===== src/rtl/ser_word_rx.sv =====
// ser_word_rx: serial-to-parallel receiver. Assembles N serial bits (MSB- or
// LSB-first, order latched at bit 0) into a word and presents it through a
// single-entry valid/ready holding register with overrun detection.
module ser_word_rx #(
  parameter  int N  = 8,
  localparam int CW = $clog2(N)
) (
  input  logic          clk,
  input  logic          reset,
  input  logic          s_in,
  input  logic          s_valid,
  input  logic          lsb_first,
  input  logic          frame_sync,
  output logic [N-1:0]  p_out,
  output logic          p_valid,
  input  logic          p_ready,
  output logic          overrun,
  output logic [CW-1:0] bit_cnt
);

  typedef enum logic {EMPTY, FULL} state_t;

  state_t        state_q, state_d;
  logic [N-1:0]  asm_q, asm_d, base, shifted;
  logic [CW-1:0] cnt_d;
  logic          order_q, order_d, eff_lsb;
  logic          last_bit, complete, load, overrun_d;

  // Shift path: a frame_sync edge starts from an empty register at bit 0,
  // so the order is taken live from lsb_first in that case too.
  always_comb begin
    last_bit = (bit_cnt == CW'(N - 1));
    eff_lsb  = (bit_cnt == '0 || frame_sync) ? lsb_first : order_q;
    base     = frame_sync ? '0 : asm_q;
    shifted  = eff_lsb ? {s_in, base[N-1:1]} : {base[N-2:0], s_in};
    complete = s_valid && !frame_sync && last_bit;
  end

  // Next assembly register, bit counter and latched order.
  always_comb begin
    asm_d   = asm_q;
    cnt_d   = bit_cnt;
    order_d = order_q;
    if (frame_sync) begin
      asm_d = '0;
      cnt_d = '0;
      if (s_valid) begin
        asm_d   = shifted;
        cnt_d   = CW'(1);
        order_d = lsb_first;
      end
    end else if (s_valid) begin
      asm_d = shifted;
      if (bit_cnt == '0) order_d = lsb_first;
      cnt_d = last_bit ? '0 : bit_cnt + CW'(1);
    end
  end

  // Output FSM: holding register occupancy, reload and overrun decisions.
  always_comb begin
    state_d   = state_q;
    load      = 1'b0;
    overrun_d = 1'b0;
    case (state_q)
      EMPTY: begin
        if (complete) begin
          load    = 1'b1;
          state_d = FULL;
        end
      end
      FULL: begin
        if (complete) begin
          if (p_ready) load = 1'b1;
          else         overrun_d = 1'b1;
        end else if (p_ready) begin
          state_d = EMPTY;
        end
      end
      default: state_d = EMPTY;
    endcase
  end

  // State and datapath registers, asynchronously cleared.
  always_ff @(posedge clk or negedge reset) begin
    if (!reset) begin
      state_q <= EMPTY;
      asm_q   <= '0;
      bit_cnt <= '0;
      order_q <= 1'b0;
      p_out   <= '0;
      overrun <= 1'b0;
    end else begin
      state_q <= state_d;
      asm_q   <= asm_d;
      bit_cnt <= cnt_d;
      order_q <= order_d;
      overrun <= overrun_d;
      if (load) p_out <= shifted;
    end
  end

  assign p_valid = (state_q == FULL);

endmodule


===== config.mk =====
export PLATFORM = sky130hd
export DESIGN_NAME = ser_word_rx
export DESIGN_NICKNAME = d
export VERILOG_FILES = /design/src/rtl/ser_word_rx.sv
export SDC_FILE = /design/constraint.sdc
export NUM_CORES = 1
export LEC_CHECK = 0
export BUFFER_PORTS_ARGS = -buffer_cell sky130_fd_sc_hd__buf_2
export CAP_MARGIN = 5
export CORE_MARGIN = 4
export CORE_UTILIZATION = 35
export DETAILED_ROUTE_END_ITERATION = 8
export GPL_TIMING_DRIVEN = 0
export SLEW_MARGIN = 0
export SYNTH_ARGS = -nofsm -noshare
export SYNTH_HDL_FRONTEND = slang
export SYNTH_SLANG_ARGS = --single-unit

===== constraint.sdc =====
create_clock -name clk -period 2.3 [get_ports clk]
set_clock_uncertainty 0.15 [all_clocks]
set_input_delay 0.115 -clock clk [delete_from_list [all_inputs] [get_ports clk]]
set_output_delay 0.115 -clock clk [all_outputs]
set_load 0.05 [all_outputs]

==> reports/metrics.csv <==
metric,value,unit
Worst-Skew Late Latency,0.32,ns
largest area contributor in the netlist,dfrtp_1,
CTS buffer count,3,
R2R Setup Slk,0.50,ns
crit path DAT,1.87,ns
setup bufs post-CTS,0,
Pleak,0.756,nW
syn_area_per_cell,9.20,sq um
Placed Instances,201,
outcome,finished clean,
synthesized instance count,137,
Synth cell types,28,
pwr dens,573,nW/um^2
Antenna Nets Post-Route,0,
fraction of registers with async set/reset,100,%
CP Data Required Time,2.37,ns
"top cells by area, synth","dfrtp_1, mux2i_1, nand3_1, nand2_1, nand2b_1",
Fillers,356,
WS Path Type,flip-flop to flip-flop,
yosys warns,0,
RSZ-0062 raised after global routing,false,
Max Cap Violations,0,
fin cells,211,
Mapped Nets,147,
clock sink count,22,
Die Span X,68,microns
core area,3420,sq um
port bufs,18,
Critical Path Source Type,flip-flop,
share of Yosys cell area claimed by the top area cell type,43.7,%
DRT Pass-1 Iters,4,
fin crit share,78.1,%
Worst Tran Pin Value,0.501,ns
Main synth FF type,dfrtp_1,
sequential element share of the synthesized area,43.7,%
placer's final routability congestion estimate,0.823,
clock slew at reported path FFs,0.12,ns
fin. max-slew vios,0,
drt wl/cell,14.1,microns
FF-to-FF path depth,7,
setup violators final,0,
DRC violations left,0,
register bit total from synthesis,22,
Fmax,557,MHz
antenna violations before repair,0,
Fin Setup TNS,0,ns
Clock Path Buffers,2,
P&R area growth vs syn,19.4,%
largest net degree at the start of global routing,23,
DR vias,1090,
HPWL after DPL,2.13,mm
Routed WL,2.98,mm
layout cells sized above 1,21.8,%
grt ovf,0,
CTS tree,done,
Critical Path Sink Type,flip-flop,
die area,4620,sq um
HP Class,input port to async pin,
Synth Cell Area,1260,sq um
Crit Path Max Fanout,9,
final instance area,1500,sq um
Fin. Hold Viols,0,
dpl cell area,1410,sq um
H-Tree Depth,1,
number of flops mapped to enable cells by yosys,0,
min cycle time layout,1.80,ns
VDD IR-drop max,0.000280,V
number of global-route vias before repair,1039,
Die Ht,68,microns
Initial Utilization,36.9,%
vias per cell,5.17,
crit path from,bit_cnt[0]$_DFFE_PN0P_,
FF-to-FF Start,bit_cnt[0]$_DFFE_PN0P_,
r2r endpoint,p_out[0]$_DFFE_PN0P_,
global-route wire length before repair,5.00,mm
FP Rows,21,
overall routing resource usage,14.4,%
# diodes,0,
Clock Tree Root,clkbuf_4,
drt initial violations,43,
Final nets,176,
slew margin rel.,66.6,%
I/O pins,20,
[registers in the layout, summed over array words and instances (netlist names)]
signal,count
asm_q,8
p_out,8
bit_cnt,3
order_q,1
overrun,1
p_valid,1
[cell usage in the layout, fill, tap and decap left out]
| cell type | n |
|---|---|
| a21boi_0 | 1 |
| a31oi_1 | 1 |
| nand2_1 | 19 |
| buf_6 | 1 |
| mux2_4 | 1 |
| nand2b_1 | 8 |
| o21ai_0 | 8 |
| nand4_1 | 1 |
| ha_1 | 3 |
| o22ai_1 | 2 |
| or2b_4 | 1 |
| clkbuf_4 | 3 |
| o21ai_2 | 2 |
| inv_1 | 3 |
| nand3_1 | 21 |
| dlygate4sd3_1 | 6 |
| o211ai_1 | 1 |
| mux2i_1 | 13 |
| clkbuf_1 | 1 |
| nand3b_1 | 1 |
| a21oi_1 | 7 |
| and2_1 | 2 |
| a41oi_1 | 1 |
| buf_2 | 22 |
| nor2_1 | 5 |
| buf_4 | 3 |
| nor2b_1 | 3 |
| clkbuf_8 | 1 |
| o22a_2 | 1 |
| mux2_2 | 1 |
| dfrtp_1 | 22 |
[worst max-delay path by stage]
| stage | slack [ns] | end | cells past startpoint |
|---|---|---|---|
| floorplan | 0.27 | p_out[0]$_DFFE_PN0P_ | 7 |
| global placement | 0.54 | p_out[0]$_DFFE_PN0P_ | 7 |
| CTS | 0.49 | p_out[0]$_DFFE_PN0P_ | 7 |
| detailed placement | 0.51 | p_out[0]$_DFFE_PN0P_ | 7 |
| finish | 0.50 | p_out[0]$_DFFE_PN0P_ | 7 |
| global route | 0.31 | p_out[0]$_DFFE_PN0P_ | 6 |
[metrics by stage]
stage                     utilization (%)  hold slack (ns)  setup slack, ns  power [mW]
after global placement               41.2          -0.0478            0.536       0.634
after CTS                            44.0            0.142            0.491       0.874
after detailed placement             41.2          -0.0419            0.505       0.642
after floorplan                         -           -0.331            0.271       0.587
after global routing                 44.0            0.157            0.308       0.918
final                                44.0            0.134            0.505       0.862
[logic make-up after synthesis]
group | count (synthesis) | share of synthesized area, %
DFF | 22 | 43.7
adders and majority gates | 3 | 2.98
AOI/OAI and AO/OA | 24 | 11.5
buffers and inverters | 12 | 5.46
and+or+nand+nor | 61 | 23.9
muxes | 15 | 12.4
[synth_stat cells, drive strengths merged, types with 2 or more instances]
master	number
ha	3
nor2b	3
inv	3
nand3	21
a21oi	7
nor2	5
nand2	19
o22ai	2
mux2i	13
nand2b	8
dfrtp	22
and2	2
buf	8
mux2	2
o21ai	10
[where the power goes]
| part | internal [mW] | switching (mW) | leakage (nW) |
|---|---|---|---|
| Sequential | 0.407 | 0.0208 | 0.299 |
| Clock | 0.0969 | 0.121 | 0.0210 |
| Combinational | 0.0857 | 0.130 | 0.437 |
[per-layer routing]
metal / global-route usage [%] / vias up / wire [microns]
li1: - / 531 / -
met1: 19.9 / 510 / 1430
met2: 22.6 / 45 / 1300
met3: 2.30 / 4 / 209
met4: 4.96 / 0 / 36
met5: 0 / - / 0
[worst max-delay path: stages (launching register included)]
cell     delay (ns)
dfrtp_1        0.44
inv_1          0.08
ha_1           0.15
nor2b_1        0.16
buf_6          0.15
mux2_4         0.31
a31oi_1        0.16
a21oi_1        0.08
[timing repair]
item	CTS	global route
hold buffers	6	0
resized for setup	0	0
hold endpoints to repair	29	0
[cell type report]
| class | instances | area [sq um] | area share, % |
|---|---|---|---|
| Buffer | 9 | 57.6 | 3.83 |
| Sequential cell | 22 | 551 | 36.6 |
| Multi-Input combinational cell | 103 | 641 | 42.6 |
| Timing Repair Buffer | 24 | 150 | 9.98 |
| Inverter | 3 | 11.3 | 0.749 |
| Tap cell | 46 | 57.6 | 3.83 |
| Clock buffer | 4 | 36.3 | 2.41 |
Power figures use the tool's default switching activity.
